**config.mk**
```make
export PLATFORM = sky130hd
export DESIGN_NAME = i2c_lcd_arbiter
export DESIGN_NICKNAME = d
export VERILOG_FILES = /design/src/rtl/i2c_lcd_arbiter.sv
export SDC_FILE = /design/constraint.sdc
export NUM_CORES = 1
export LEC_CHECK = 0
export ABC_AREA = 1
export BUFFER_PORTS_ARGS = -buffer_cell sky130_fd_sc_hd__buf_4
export CORE_ASPECT_RATIO = 1.75
export CORE_MARGIN = 4
export CORE_UTILIZATION = 39
export DETAILED_ROUTE_END_ITERATION = 6
export GPL_TIMING_DRIVEN = 0
export PLACE_DENSITY_LB_ADDON = 0.08
export SKIP_CTS_REPAIR_TIMING = 1
export SYNTH_ARGS = -nofsm -noshare
export SYNTH_HDL_FRONTEND = slang
export SYNTH_SLANG_ARGS = --single-unit
export TNS_END_PERCENT = 50
```
**constraint.sdc**
```tcl
create_clock -name ioclk -period 2.03 [get_ports ioclk]
set_clock_uncertainty 0.1 [all_clocks]
set_input_delay 0.203 -clock ioclk [delete_from_list [all_inputs] [get_ports ioclk]]
set_output_delay 0.203 -clock ioclk [all_outputs]
set_load 0.005 [all_outputs]
```
**src/rtl/i2c_lcd_arbiter.sv**
```systemverilog
// Round-robin arbiter sharing one i2c_master command port between two 3-byte LCD writers.
// Define I2C_ARB_TIMEOUT_EN to abort a wait whose done never arrives and flag it on err.
module i2c_lcd_arbiter #(
  parameter logic [7:0]  LCD_ADDR     = 8'h7c,
  parameter logic [15:0] DONE_HOLDOFF = 16'd2,
  parameter logic [15:0] END_GAP      = 16'h0300,
  parameter logic [15:0] TIMEOUT      = 16'h1000
) (
  input  logic       ioclk,
  input  logic       res,
  input  logic       req0,
  input  logic       req1,
  input  logic [7:0] ctrl0,
  input  logic [7:0] ctrl1,
  input  logic [7:0] data0,
  input  logic [7:0] data1,
  output logic       ack0,
  output logic       ack1,
  output logic       err,
  output logic       busy,
  output logic       write,
  output logic       send,
  output logic       start,
  output logic       endcomm,
  output logic [7:0] byte_o,
  input  logic       done
);

  typedef enum logic [3:0] {
    S_IDLE, S_GRANT, S_START_ISSUE, S_START_WAIT, S_LOAD,
    S_SEND, S_SEND_WAIT, S_STOP, S_GAP, S_FINISH
  } state_e;

  state_e      state_q, state_d;
  logic [15:0] cnt_q, cnt_d;
  logic [1:0]  idx_q, idx_d;
  logic        rr_q, rr_d;
  logic        gnt_q, gnt_d;
  logic [7:0]  ctrl_q, ctrl_d;
  logic [7:0]  data_q, data_d;
  logic [7:0]  byte_d;
  logic        win;
  logic        wait_ok;
  logic        start_q, write_q, send_q, endcomm_q, busy_q, ack0_q, ack1_q;
  logic [7:0]  byte_q;
`ifdef I2C_ARB_TIMEOUT_EN
  logic        abort_q, abort_d, err_q;
`endif

  function automatic logic [15:0] sat_inc(input logic [15:0] v);
    return (v == 16'hffff) ? v : v + 16'd1;
  endfunction

  // Next-state logic; wait counters hold 1 in the first wait cycle so they count cycles spent waiting
  always_comb begin
    state_d = state_q;
    cnt_d   = cnt_q;
    idx_d   = idx_q;
    rr_d    = rr_q;
    gnt_d   = gnt_q;
    ctrl_d  = ctrl_q;
    data_d  = data_q;
    win     = 1'b0;
`ifdef I2C_ARB_TIMEOUT_EN
    abort_d = abort_q;
`endif
    wait_ok = (cnt_q >= DONE_HOLDOFF) && done;
    case (state_q)
      S_IDLE: begin
        if (req0 || req1) state_d = S_GRANT;
        else              state_d = S_IDLE;
      end
      S_GRANT: begin
        if (req0 && req1) win = rr_q;
        else              win = req1;
        gnt_d   = win;
        ctrl_d  = win ? ctrl1 : ctrl0;
        data_d  = win ? data1 : data0;
        idx_d   = 2'd0;
        rr_d    = ~win;
`ifdef I2C_ARB_TIMEOUT_EN
        abort_d = 1'b0;
`endif
        state_d = S_START_ISSUE;
      end
      S_START_ISSUE: begin
        cnt_d   = 16'd1;
        state_d = S_START_WAIT;
      end
      S_START_WAIT: begin
        if (wait_ok) state_d = S_LOAD;
`ifdef I2C_ARB_TIMEOUT_EN
        else if (cnt_q >= TIMEOUT) begin
          abort_d = 1'b1;
          state_d = S_STOP;
        end
`endif
        else cnt_d = sat_inc(cnt_q);
      end
      S_LOAD: state_d = S_SEND;
      S_SEND: begin
        cnt_d   = 16'd1;
        state_d = S_SEND_WAIT;
      end
      S_SEND_WAIT: begin
        if (wait_ok) begin
          idx_d   = idx_q + 2'd1;
          state_d = (idx_q == 2'd2) ? S_STOP : S_LOAD;
        end
`ifdef I2C_ARB_TIMEOUT_EN
        else if (cnt_q >= TIMEOUT) begin
          abort_d = 1'b1;
          state_d = S_STOP;
        end
`endif
        else cnt_d = sat_inc(cnt_q);
      end
      S_STOP: begin
        cnt_d   = 16'd1;
        state_d = S_GAP;
      end
      S_GAP: begin
        if (cnt_q >= END_GAP) state_d = S_FINISH;
        else                  cnt_d   = sat_inc(cnt_q);
      end
      S_FINISH: state_d = S_IDLE;
      default:  state_d = S_IDLE;
    endcase
  end

  // Byte presented to the master, selected for the cycle the FSM spends in LOAD
  always_comb begin
    byte_d = 8'h00;
    if (state_d == S_LOAD) begin
      case (idx_d)
        2'd0:    byte_d = LCD_ADDR;
        2'd1:    byte_d = ctrl_d;
        2'd2:    byte_d = data_d;
        default: byte_d = 8'h00;
      endcase
    end else begin
      byte_d = 8'h00;
    end
  end

  // State, datapath and registered strobes decoded from the next state
  always_ff @(posedge ioclk) begin
    if (res) begin
      state_q   <= S_IDLE;
      cnt_q     <= 16'd0;
      idx_q     <= 2'd0;
      rr_q      <= 1'b0;
      gnt_q     <= 1'b0;
      ctrl_q    <= 8'h00;
      data_q    <= 8'h00;
      start_q   <= 1'b0;
      write_q   <= 1'b0;
      send_q    <= 1'b0;
      endcomm_q <= 1'b0;
      busy_q    <= 1'b0;
      ack0_q    <= 1'b0;
      ack1_q    <= 1'b0;
      byte_q    <= 8'h00;
    end else begin
      state_q   <= state_d;
      cnt_q     <= cnt_d;
      idx_q     <= idx_d;
      rr_q      <= rr_d;
      gnt_q     <= gnt_d;
      ctrl_q    <= ctrl_d;
      data_q    <= data_d;
      start_q   <= (state_d == S_START_ISSUE);
      write_q   <= (state_d == S_LOAD);
      send_q    <= (state_d == S_SEND);
      endcomm_q <= (state_d == S_STOP);
      busy_q    <= (state_d != S_IDLE);
      ack0_q    <= (state_d == S_FINISH) && !gnt_d;
      ack1_q    <= (state_d == S_FINISH) && gnt_d;
      byte_q    <= byte_d;
    end
  end

`ifdef I2C_ARB_TIMEOUT_EN
  // Abort flag rides through STOP/GAP so err pulses together with ack
  always_ff @(posedge ioclk) begin
    if (res) begin
      abort_q <= 1'b0;
      err_q   <= 1'b0;
    end else begin
      abort_q <= abort_d;
      err_q   <= (state_d == S_FINISH) && abort_d;
    end
  end
  assign err = err_q;
`else
  logic unused_timeout;
  assign unused_timeout = ^TIMEOUT;
  assign err = 1'b0;
`endif

  assign start   = start_q;
  assign write   = write_q;
  assign send    = send_q;
  assign endcomm = endcomm_q;
  assign busy    = busy_q;
  assign ack0    = ack0_q;
  assign ack1    = ack1_q;
  assign byte_o  = byte_q;

endmodule
```
# Word-level counts from Yosys, hierarchy flattened
# Cells that the tools add are included.
[totals] register_bits=55 input_bits=37 out_inout_bits=16 wordCells=74
[op_classes] n_addsub=2 magnitude_cmp=2 n_eq_ne=19 mux=20 bitwise_logic=2 reduce_logical=14
[op_table] op="two-way mux 16 bit" count=3
[op_table] op="one-hot mux 16 bit (3 select lines)" count=1
[op_table] op="one-hot mux 4 bit (9 select lines)" count=1
[op_table] op="two-way mux 8 bit" count=4
[op_table] op="== test 4 x 3 -> 1 bit, second input constant" count=7
[op_table] op="one-hot mux 8 bit (3 select lines)" count=1
[op_table] op="adder 16 x 1 -> 16 bit, second input constant" count=1
[op_table] op="== test 16 bit, second input constant" count=1
[op_table] op="greater-or-equal comparator 16 x 10 -> 1 bit, second input constant" count=1
[op_table] op="greater-or-equal comparator 16 x 2 -> 1 bit, second input constant" count=1
[op_table] op="== test 4 x 2 -> 1 bit, second input constant" count=3
[op_table] op="two-way mux 4 bit" count=3
[op_table] op="== test 4 bit, second input constant" count=2
[op_table] op="== test 2 bit, second input constant" count=2
[op_table] op="== test 4 x 1 -> 1 bit, second input constant" count=1
[op_table] op="logical AND 1 bit" count=4
[op_table] op="logical NOT 4 bit" count=1
[op_table] op="two-way mux 1 bit" count=4
[op_table] op="two-way mux 2 bit" count=2
[op_table] op="!= test 2 bit, second input constant" count=2
[op_table] op="one-hot mux 2 bit (2 select lines)" count=1
[op_table] op="nonzero test 4 bit" count=1
[op_table] op="OR reduction 2 bit" count=2
[op_table] op="AND reduction 3 bit" count=1
[op_table] op="8 further kinds" count=9

# Logic depth before layout (Yosys ltp)
# Gate-level depths: netlist (run 1).
[logic_depth] depth_word=7 mapped_depth=13 mapped_depth_nobuf=13

# Worst setup path before layout (run 1)
# OpenSTA, ideal clock, no wires.
[synth_path] path_type="reg-to-reg" startpoint="register cnt_q[0]" endpoint="register cnt_q[10]" setup_time_ns=0.132 arrival_ns=1.563 t_required_ns=1.798 slack_ns=0.235 stages_incl_launch_ff=12 n_path_buf=1 synth_period_minus_slack_ns=1.795 path_cell_list="dfxtp_1 > inv_1 > ha_1 > nor2_1 > nand2_1 > nor2_1 > nand2_1 > o211ai_1 > nand2_4 > buf_2 > o21ai_0 > a21oi_1"
[synth_via] elab_chain_len=4 word_cells_on_any_way=12 cone_classes="add/sub: 1; order compare: 2; eq/ne: 3; mux: 4; reduce/logical: 2"
[synth_rtl] element="from (decl)" line="35" source="logic [15:0] cnt_q, cnt_d;"
[synth_rtl] element="from (signal assigned)" line="166" source="cnt_q <= cnt_d;"
[synth_rtl] element="adder 16 x 1 -> 16 bit (tied with other cells)" line="51" source="return (v == 16'hffff) ? v : v + 16'd1;"
[synth_rtl] element="two-way mux 16 bit / logical AND 1 bit (equally long branches)" line="51, 67"
[synth_rtl] element="two-way mux 16 bit (tied with other cells)" line="123" source="if (cnt_q >= END_GAP) state_d = S_FINISH;"
[synth_rtl] element="one-hot mux 16 bit (3 select lines) / AND reduction 3 bit (equally long branches)"
# Several ways; a longest one is shown, not always the timed one. The select of a mux whose other input is x is not followed.
# A chain may end at the register's enable or synchronous reset.

# Final worst setup path (run 1)
[layout_path] startpoint="register cnt_q[1]" endpoint="register cnt_q[8]"
# The elaborated chain is that of the path after synthesis.

==> metrics.md, run 1 <==
| Metric | Value |
|---|---|
| Outcome | `completed` |
| Die H | `123 um` |
| Gr ovfl total | `0` |
| Clk pwr share | `25.8%` |
| WHS Endpoint | `ack1` |
| Part of the power in registers | `38.4%` |
| IO Pins | `53` |
| Met1 Use GR | `19.8%` |
| Synth warn | `0` |
| Syn nets | `478` |
| Avg Inst Size Synth | `6.73 um^2` |
| Met2 Use GR | `between 30% and 40%` |
| Initial Utilization | `about two fifths` |
| CTS tree | `built` |
| Final Routed Wirelength | `about 8.1 mm` |
| Startpoint Class | `flop` |
| Placer Congestion | `approximately 0.9` |
| Yosys reg bits | `55` |
| CTS Buf Count | `5` |
| Int Power | `2.14 mW` |
| Worst reg-to-reg setup slack | `0.05 ns` |
| Final Hold Fails | `0` |
| Final Core Density | `a little over half` |
| RSZ-0062 raised after global routing | `true` |
| Drt wl/cell | `13.6 um` |
| Worst-skew pair later-pin latency | `~0.3 ns` |
| Async set or reset register ratio after synthesis | `0%` |
| Via count | `2976` |
| Final WS setup | `0.0468 ns` |
| Multi-input gate area | `1670 um^2` |
| Dominant synthesized flop cell | `dfxtp_1` |
| Reg-to-Reg Start | `cnt_q[1]` |
| Rel. slew slack | `55.8%` |
| Pins Over Slew Limit | `0` |
| Filler cells | `763` |
| Tmin final | `1.98 ns` |
| Die area | `9070 um^2` |
| Tcrit/Tclk final | `between 90% and 100%` |
| Synthesized area | `between 2000 and 3000 um^2` |
| Synth unique cells | `35` |
| Number of synthesized flops with an enable pin | `0` |
| Nets | `between 500 and 600` |
| Critical path class | `reg -> reg` |
| Layout area overhead | `30.2%` |
| R2r endpoint | `cnt_q[8]` |
| Leakage | `1.68 nW` |
| IO Port Bufs | `49` |
| Hold path depth | `2` |
| Root Driver | `clkbuf_16` |
| First-pass GRT wire length | `13.0 mm` |
| Clock slew at reported path FFs | `0.07 ns` |
| Gate Count Post-Synth | `438` |
| Register area share after synthesis | `37.3%` |
| Max-cap violations | `0` |
| Register Area | `1110 um^2` |
| Layout cell share with drive strength beyond 1 | `a little over a quarter` |
| CTS sink cnt | `55` |
| CTS Buffer Depth | `2` |
| Drt drc | `0` |
| Number of global-route vias before repair | `2826` |
| Power per cell area | `857 nW/um^2` |
| Total Routing Usage GR | `18.7%` |
| GRT Max-Usage Layer | `met2` |
| Non-filler cells, final | `594` |
| Crit path required time | `2.09 ns` |
| Comb pwr share | `35.8%` |
| Net switching power | `1.15 mW` |
| Worst Reg-to-Reg Cells | `12` |
| Fmax | `between 500 and 600 MHz` |
| Critical-path maximum fanout | `5` |
| Crit path DAT | `2.04 ns` |
| Worst-Margin Slew | `0.663 ns` |
| Setup violators final | `0` |
| Worst setup EP type | `flop` |
| CORE AREA | `around 7300 um^2` |
| HP Class | `in -> reg` |
| Switching Share | `34.8%` |
| Largest net degree at the start of global routing | `16` |
| Rows | `41` |
| Final ANT Viol Nets | `0` |
| Initial antenna violation count | `0` |
| Max H-tree Level | `2` |
| Drt pass-1 iters | `4` |
| Min-delay src | `res` |
| Peak supply drop | `0.553 mV` |
| Vias per cell | `5.01` |
| Initial drt markers | `about 110` |
| Pre-CTS WS | `-0.185 ns` |
| Antenna Cells | `0` |
| Post-DP HPWL | `~6 mm` |
| Placed insts | `573` |
| Met3 Resource Use GR | `2.85%` |
| Die width | `~74 um` |
==> metrics by stage <==
| step | power [mW] | setup TNS [ns] | area [um^2] | hold slack (ns) |
|---|---|---|---|---|
| global route | 3.53 | -0.454 | 3840 | 0.208 |
| global placement | 2.17 | -1.15 | 3420 | 0.383 |
| detailed placement | 2.18 | -1.38 | 3420 | 0.389 |
| CTS | 3.03 | -1.81 | 3560 | 0.179 |
| floorplan | 1.90 | 0 | 2950 | 0.364 |
| finish | 3.29 | 0 | 3840 | 0.180 |
==> final cells by class <==
class / instances / area share [%]
plain buffers: 17 / 2.54
clock buffers: 7 / 3.45
clock inverters: 1 / 0.130
inverters: 61 / 5.96
multi-input cells: 306 / 43.5
flip-flops and latches: 55 / 28.8
well taps: 86 / 2.80
repair buffers: 61 / 12.8
==> cell families after synthesis <==
group | synth area share, %
simple gates | 32.5
compound gates | 15.0
buf+inv | 10.8
flops | 37.3
xor+xnor | 2.97
fa+ha+maj | 1.27
other cells | 0.127
==> worst max-delay path by stage <==
stage	startpoint	to	slack [ns]	cells after the start
2_1_floorplan	cnt_q[0]	cnt_q[10]	0.24	11
3_3_place_gp	cnt_q[0]	byte_o[4]	-0.19	11
3_5_place_dp	cnt_q[0]	byte_o[4]	-0.19	11
4_1_cts	cnt_q[0]	byte_o[4]	-0.21	11
5_1_grt	cnt_q[1]	cnt_q[8]	-0.05	12
6_report	cnt_q[1]	cnt_q[8]	0.05	12
==> sequential cells by signal (all words and copies together), names as in the netlist <==
| register | flops |
|---|---|
| rr_q | 1 |
| ack0 | 1 |
| endcomm | 1 |
| gnt_q | 1 |
| cnt_q | 16 |
| send | 1 |
| state_q | 4 |
| busy | 1 |
| ctrl_q | 8 |
| byte_o | 8 |
| data_q | 8 |
| start | 1 |
| ack1 | 1 |
| write | 1 |
| idx_q | 2 |
==> synth_stat cells, types with 6 or more instances <==
library cell | count | area share, %
nand2_1 | 92 | 12
inv_1 | 55 | 7.0
clkbuf_1 | 8 | 1.0
nand3_1 | 22 | 3.7
dfxtp_1 | 55 | 37
o21ai_0 | 35 | 5.9
inv_2 | 6 | 0.76
o211ai_1 | 12 | 3.1
xor2_1 | 10 | 3.0
nor2_1 | 72 | 9.2
a21oi_1 | 26 | 4.4
nor3_1 | 8 | 1.4
==> critical path, stage by stage (launching register included) <==
cell and delay [ns]:
dfxtp_4 0.38, ha_1 0.17, nand2_1 0.07, inv_2 0.07
nand2_1 0.08, nor2_2 0.16, nand3_2 0.13, o21ai_4 0.22
buf_12 0.15, nor2_8 0.05, clkbuf_16 0.16, nand2_1 0.05
a21oi_1 0.05
==> power by group through the flow <==
stage	Sequential, mW	Combinational [mW]	Clock (mW)
after floorplan	1.26	0.638	0
after global placement	1.27	0.892	0
after detailed placement	1.28	0.902	0
after CTS	1.25	0.906	0.874
after global routing	1.28	1.33	0.919
final	1.26	1.18	0.849
==> layer usage <==
layer / vias up / routed length (um)
met1: 1363 / 2980
met3: 22 / 262
li1: 1527 / -
met2: 64 / 4510
met5: - / 0
met4: 0 / 302
==> layout by cell type, fill, tap and decap left out, types with 3 or more instances in the layout <==
| cell type | Yosys | layout |
|---|---|---|
| a21oi_1 | 26 | 16 |
| a21oi_2 | 0 | 10 |
| buf_4 | 4 | 63 |
| clkbuf_1 | 8 | 9 |
| clkbuf_16 | 0 | 6 |
| dfxtp_1 | 55 | 53 |
| inv_1 | 55 | 53 |
| inv_2 | 6 | 8 |
| nand2_1 | 92 | 81 |
| nand2_2 | 2 | 12 |
| nand2_4 | 2 | 3 |
| nand3_1 | 22 | 20 |
| nand3_2 | 3 | 4 |
| nand4_1 | 3 | 3 |
| nor2_1 | 72 | 66 |
| nor2_2 | 1 | 5 |
| nor2_4 | 0 | 3 |
| nor3_1 | 8 | 8 |
| o211ai_1 | 12 | 12 |
| o21ai_0 | 35 | 29 |
| o21ai_1 | 1 | 6 |
| xor2_1 | 10 | 10 |
Power figures use the tool's default switching activity.
==> inputs of run 2 (changes only) <==
--- a/config.mk
+++ b/config.mk
@@ -14,6 +14,7 @@
 export GPL_TIMING_DRIVEN = 0
 export PLACE_DENSITY_LB_ADDON = 0.08
 export SKIP_CTS_REPAIR_TIMING = 1
+export SKIP_LAST_GASP = 1
 export SYNTH_ARGS = -nofsm -noshare
 export SYNTH_HDL_FRONTEND = slang
 export SYNTH_SLANG_ARGS = --single-unit
==> constraint.sdc (replaced) <==
create_clock -name ioclk -period 1.7 [get_ports ioclk]
set_clock_uncertainty 0.1 [all_clocks]
set_input_delay 0.17 -clock ioclk [delete_from_list [all_inputs] [get_ports ioclk]]
set_output_delay 0.17 -clock ioclk [all_outputs]
set_load 0.005 [all_outputs]
==> run 2 against run 1 <==
The run now ends with setup timing left. Die area is the same. Highest routed layer unchanged. Clock-buffer cell count is the same. Final cell count grew 1.3%. Critical path depth shrank 1. Via count grew 2.0%. Hold slack gained 0.013 ns. Total power grew 25%. Worst setup slack lost 0.29 ns. Utilization grew 2.8 points. Clock power grew 18%. Largest power group is now combinational logic.
==> metrics.md, run 2 (same netlist as run 1, synthesis figures left out) <==
| Metric | Value |
|---|---|
| Worst setup EP type | `flop` |
| Critical path's slowest cell | `dfxtp_4` |
| Startpoint Class | `flop` |
| Nets | `555 (+1.5%)` |
| IO Pins | `53 (unchanged)` |
| Placer Congestion | `0.919 (+1.5%)` |
| Critical-path maximum fanout | `7 (+2)` |
| CORE AREA | `7280 um^2 (unchanged)` |
| Multi-input gate area | `1770 um^2 (+5.8%)` |
| Final Routed Wirelength | `8.60 mm (+6.7%)` |
| Die H | `123 um (unchanged)` |
| Placement Cell Area | `3440 um^2 (+0.37%)` |
| Most common cell after layout, fill and taps aside | `nand2_1` |
| Layout cell share with drive strength beyond 1 | `31.6% (+5.2 points)` |
| Die width | `73.7 um (unchanged)` |
| Violated checks | `setup timing` |
| Initial antenna violation count | `0 (unchanged)` |
| Worst hold margin | `0.193 ns (+0.0135 ns)` |
| CTS Buffer Depth | `2 (unchanged)` |
| Crit path buf inv count | `2 (-1)` |
| Worst-Margin Slew | `0.657 ns (-0.00560 ns)` |
| Root Driver | `clkbuf_16` |
| Setup violators final | `27 (+27)` |
| Most frequent CP cell | `nand2_2` |
| Post-route cell area | `4040 um^2 (+5.3%)` |
| Drt wl/cell | `14.3 um (+5.3%)` |
| Peak supply drop | `0.661 mV (+20%)` |
| Crit path required time | `1.76 ns (-0.33 ns)` |
| Final WS setup | `-0.247 ns (-0.294 ns)` |
| Register Area | `1120 um^2 (+1.2%)` |
| Worst-skew pair later-pin latency | `0.29 ns (about the same)` |
| Crit-path cells | `ha_4 > nand2_2 > inv_2 > nand2_2 > nor2_4 > nand3_2 > o21ai_4 > nor2_8 > clkbuf_16 > nand2_1 > a21oi_1` |
| CTS sink cnt | `55 (unchanged)` |
| Crit path max-delay family | `simple AND/OR/NAND/NOR gates` |
| Most frequent cells in the layout | `nand2_1, nor2_1, buf_4` |
| CTS tree | `built` |
| Tcrit/Tclk final | `115% (+17 points)` |
| Fmax | `514 MHz (+1.8%)` |
| RSZ-0062 raised after global routing | `true` |
| Final Core Density | `55.5% (+2.8 points)` |
| Critical path class | `reg -> reg` |
| Rows | `41 (unchanged)` |
| Number of global-route vias before repair | `2881 (+1.9%)` |
| Largest net degree at the start of global routing | `16 (unchanged)` |
| Layout area overhead | `37.1%` |
| Final ANT Viol Nets | `0 (unchanged)` |
| Largest stage delay on the critical path | `0.41 ns (+0.03 ns)` |
| Placed insts | `573 (unchanged)` |
| Final Hold Fails | `0 (unchanged)` |
| Clock slew at reported path FFs | `0.07 ns (about the same)` |
| Rel. slew slack | `56.2% (+0.37 points)` |
| Part of the power in registers | `37.2% (-1.2 points)` |
| Switching Share | `35.6% (+0.80 points)` |
| Int Power | `2.65 mW (+24%)` |
| Total Routing Usage GR | `18.1% (-0.56 points)` |
| First-pass GRT wire length | `12.7 mm (-2.3%)` |
| Vias per cell | `5.04 (+0.63%)` |
| Gr ovfl total | `0 (unchanged)` |
| Crit path DAT | `2.00 ns (-0.04 ns)` |
| Max FFs per register | `16 (unchanged)` |
| Drt pass-1 iters | `4 (unchanged)` |
| Tmin final | `1.95 ns (-0.0360 ns)` |
| HP Class | `in -> reg` |
| Post-DP HPWL | `6.06 mm (+0.67%)` |
| Leakage | `1.73 nW (+3.4%)` |
| Antenna Cells | `0 (unchanged)` |
| Filler cells | `729 (-4.5%)` |
| Clk pwr share | `24.4% (-1.4 points)` |
| Reg with most FFs | `cnt_q` |
| Pins Over Slew Limit | `0 (unchanged)` |
| Max-cap violations | `0 (unchanged)` |
| IO Port Bufs | `49 (unchanged)` |
| Power per cell area | `1020 nW/um^2 (+19%)` |
| Die area | `9070 um^2 (unchanged)` |
| Comb pwr share | `38.4% (+2.6 points)` |
| Initial drt markers | `195 (+84%)` |
| Drt drc | `0 (unchanged)` |
| Outcome | `finished with violations` |
| Via count | `3035 (+2.0%)` |
| Non-filler cells, final | `602 (+1.3%)` |
| Net switching power | `1.47 mW (+28%)` |
| Initial Utilization | `40.5% (unchanged)` |
| CTS Buf Count | `5 (unchanged)` |
| Max H-tree Level | `2 (unchanged)` |
## run 2: cell types whose count changed in the layout (fill, tap and decap cells not counted), moves of 2 or more
cell	delta
inv_4	+2
inv_2	-2
dfxtp_2	+8
a21oi_1	-5
a21oi_4	+2
clkbuf_4	+3
o21ai_0	-2
nor2_2	-3
dfxtp_1	-9
a21oi_2	+3
buf_6	+8
nand3_1	-2
nor2_4	+3
nand3_4	+2
## run 2: per-layer routing
layer	wire, um	up-vias	global-route usage, %	part of all wire (%)
met4	176	0	7.82	2.0
met3	266	11	2.85	3.1
met2	5060	57	35.3	59
met1	3100	1423	18.0	36
li1	-	1544	-	-
met5	0	-	0	0
## run 2: worst reg2reg max path: stages, from the launching register on
cell and delay (ns):
dfxtp_4 0.41, ha_4 0.15, nand2_2 0.05, inv_2 0.07
nand2_2 0.07, nor2_4 0.12, nand3_2 0.11, o21ai_4 0.34
nor2_8 0.11, clkbuf_16 0.18, nand2_1 0.05, a21oi_1 0.05
## run 2: power by group through the flow
stage / registers (mW) / logic [mW] / clock network (mW)
detailed placement: 1.53 / 1.10 / 0
global placement: 1.52 / 1.09 / 0
CTS: 1.50 / 1.11 / 1.03
floorplan: 1.51 / 0.785 / 0
global route: 1.55 / 1.74 / 1.08
finish: 1.53 / 1.58 / 1.00
## run 2: area by class of cell
class	instances	area share [%]
Sequential cell	55	27.7
Timing Repair Buffer	69	13.7
Multi-Input combinational cell	306	43.7
Buffer	17	3.03
Clock inverter	1	0.124
Tap cell	86	2.66
Inverter	61	5.79
Clock buffer	7	3.28
## run 2: worst paths after layout
kind	endpoint	slack, ns	start	cells past startpoint
worst max-delay path	cnt_q[8]	-0.25	cnt_q[1]	11
worst min-delay path	data_q[4]	0.19	data1[4]	5
worst max register to register	cnt_q[8]	-0.25	cnt_q[1]	11
worst min register to register	gnt_q	0.41	gnt_q	2
## run 2: metrics by stage
stage	setup TNS (ns)	total power, mW	setup slack [ns]
4_1_cts	-11.65	3.63	-0.456
3_3_place_gp	-10.19	2.61	-0.409
6_report	-5.22	4.12	-0.247
2_1_floorplan	-0.695	2.30	-0.0513
5_1_grt	-8.79	4.37	-0.377
3_5_place_dp	-10.57	2.63	-0.435
==> inputs of run 3 (changes only) <==
--- a/config.mk
+++ b/config.mk
@@ -7,8 +7,9 @@
 export LEC_CHECK = 0
 export ABC_AREA = 1
 export BUFFER_PORTS_ARGS = -buffer_cell sky130_fd_sc_hd__buf_4
+export CAP_MARGIN = 20
 export CORE_ASPECT_RATIO = 1.75
-export CORE_MARGIN = 4
+export CORE_MARGIN = 5
 export CORE_UTILIZATION = 39
 export DETAILED_ROUTE_END_ITERATION = 6
 export GPL_TIMING_DRIVEN = 0
==> run 3 against run 2 <==
Critical endpoint is now cnt_q[14]. Sequential share of layout area down 0.060 points. Cell area down 0.34%. The flow still finishes with violations (setup timing). Critical path depth up 1.
==> metrics.md, run 3 (same netlist as run 1, synthesis figures left out) <==
| Metric | Value |
|---|---|
| CTS tree | `built` |
| Vias per cell | `5.08 (+0.73%)` |
| Antenna Cells | `0 (unchanged)` |
| Max H-tree Level | `2 (unchanged)` |
| Worst reg-to-reg setup slack | `-0.27 ns (-0.02 ns)` |
| Pins Over Slew Limit | `0 (unchanged)` |
| CTS sink cnt | `55 (unchanged)` |
| Multi-input gate area | `1750 um^2 (-0.99%)` |
| Critical path class | `reg -> reg` |
| Rows | `42 (+2.4%)` |
| RSZ-0062 raised after global routing | `true` |
| Initial Utilization | `39.5% (-0.96 points)` |
| Max FFs per register | `16 (unchanged)` |
| Layout area overhead | `36.6%` |
| Violated checks | `setup timing` |
| Final ANT Viol Nets | `0 (unchanged)` |
| CTS Buffer Depth | `2 (unchanged)` |
| Crit path required time | `1.75 ns (about the same)` |
| CTS Buf Count | `5 (unchanged)` |
| Gr ovfl total | `0 (unchanged)` |
| Drt pass-1 iters | `4 (unchanged)` |
| IO Port Bufs | `49 (unchanged)` |
| Worst setup EP type | `flop` |
| WHS Endpoint | `ctrl_q[6]` |
| Pre-CTS WS | `-0.424 ns (+0.0107 ns)` |
| Min-delay src | `ctrl1[6]` |
| Setup crit start | `cnt_q[1]` |
| Reg with most FFs | `cnt_q` |
| R2r endpoint | `cnt_q[14]` |
| Final Routed Wirelength | `8.72 mm (+1.4%)` |
| Placer Congestion | `0.951 (+3.5%)` |
| Layout cell share with drive strength beyond 1 | `29.2% (-2.3 points)` |
| IO Pins | `53 (unchanged)` |
| Nets | `552 (-0.54%)` |
| Fmax | `507 MHz (-1.2%)` |
| Leakage | `1.73 nW (-0.23%)` |
| Reg-to-Reg Start | `cnt_q[1]` |
| Rel. slew slack | `53.9% (-2.3 points)` |
| Final WS setup | `-0.271 ns (-0.0236 ns)` |
| Final Hold Fails | `0 (unchanged)` |
| Drt wl/cell | `14.5 um (+1.5%)` |
| Via count | `3052 (+0.56%)` |
| Initial antenna violation count | `0 (unchanged)` |
| Max-cap violations | `0 (unchanged)` |
| Number of global-route vias before repair | `2923 (+1.5%)` |
| Worst hold margin | `0.169 ns (-0.0241 ns)` |
| Largest net degree at the start of global routing | `17 (+1)` |
| Setup violators final | `27 (unchanged)` |
| CORE AREA | `7460 um^2 (+2.4%)` |
| Register Area | `1110 um^2 (-0.56%)` |
| Initial drt markers | `134 (-31%)` |
| Die area | `9470 um^2 (+4.4%)` |
| Root Driver | `clkbuf_16` |
| First-pass GRT wire length | `13.4 mm (+5.0%)` |
| Final Core Density | `54.0% (-1.5 points)` |
| Post-DP HPWL | `6.12 mm (+1.1%)` |
| Hold path depth | `5 (unchanged)` |
| Die width | `75.7 um (+2.7%)` |
| Clock slew at reported path FFs | `0.07 ns (about the same)` |
| Most frequent cells in the layout | `nand2_1, nor2_1, buf_4` |
| Power per cell area | `1050 nW/um^2 (+3.4%)` |
| Outcome | `finished with violations` |
| Total Routing Usage GR | `18.1% (+0.020 points)` |
| Crit path DAT | `2.02 ns (+0.02 ns)` |
| Worst-skew pair later-pin latency | `0.29 ns (about the same)` |
| HP Class | `in -> reg` |
| Die H | `125 um (+1.6%)` |
| Critical-path maximum fanout | `5 (-2)` |
| Peak supply drop | `0.719 mV (+8.8%)` |
| Tmin final | `1.97 ns (+0.0236 ns)` |
| Startpoint Class | `flop` |
| Drt drc | `0 (unchanged)` |
| Worst-Margin Slew | `0.692 ns (+0.0352 ns)` |
| Filler cells | `740 (+1.5%)` |
| Tcrit/Tclk final | `116% (+1.4 points)` |
| Most common cell after layout, fill and taps aside | `nand2_1` |
| Worst Reg-to-Reg Cells | `12 (+1)` |
## run 3: per-layer routing
layer	global-route usage [%]	part of all wire, %
met5	0	0
met2	34.1	58
met3	2.57	2.5
met4	7.42	3.4
met1	18.9	36
## run 3: where the power goes
| part | internal (mW) | switching (mW) |
|---|---|---|
| Sequential | 1.43 | 0.106 |
| Combinational | 0.610 | 0.896 |
| Clock | 0.733 | 0.468 |
| Total | 2.78 | 1.47 |
## run 3: final cells by class
class / count / area share [%]
multi-input combinational: 307 / 43.4
sequential: 55 / 27.6
timing repair buffer: 65 / 13.1
inverter: 61 / 5.75
clock buffer: 6 / 3.45
buffer: 17 / 3.01
tap: 88 / 2.73
clock inverter: 2 / 0.870
## run 3: per-stage QoR
stage          power, mW  setup TNS (ns)  instances  instance area [um^2]
2_1_floorplan       2.30          -0.695        438                  2960
3_3_place_gp        2.63          -10.92        575                  3440
3_5_place_dp        2.64          -11.43        575                  3440
4_1_cts             3.86          -13.01        583                  3610
5_1_grt             4.51           -8.36        601                  4030
6_report            4.25           -5.58        601                  4030
## run 3: worst max-delay path: stages (launching register included)
cell and delay, ns:
dfxtp_4 0.41, ha_4 0.14, nand2_1 0.04, inv_1 0.08, nand2_1 0.09, nor2_2 0.15, nand3_2 0.11, o21ai_4 0.22
buf_6 0.15, nor2_8 0.05, clkbuf_16 0.15, nand2_1 0.05, a21oi_1 0.06
## run 3: worst max path at each step
stage                            to  slack [ns]  cells past startpoint
final                     cnt_q[14]       -0.27                     12
after global routing       cnt_q[2]       -0.36                     12
after CTS                 byte_o[2]       -0.46                     11
after detailed placement  byte_o[0]       -0.42                     11
after global placement    byte_o[0]       -0.41                     11
after floorplan            cnt_q[2]       -0.05                     12
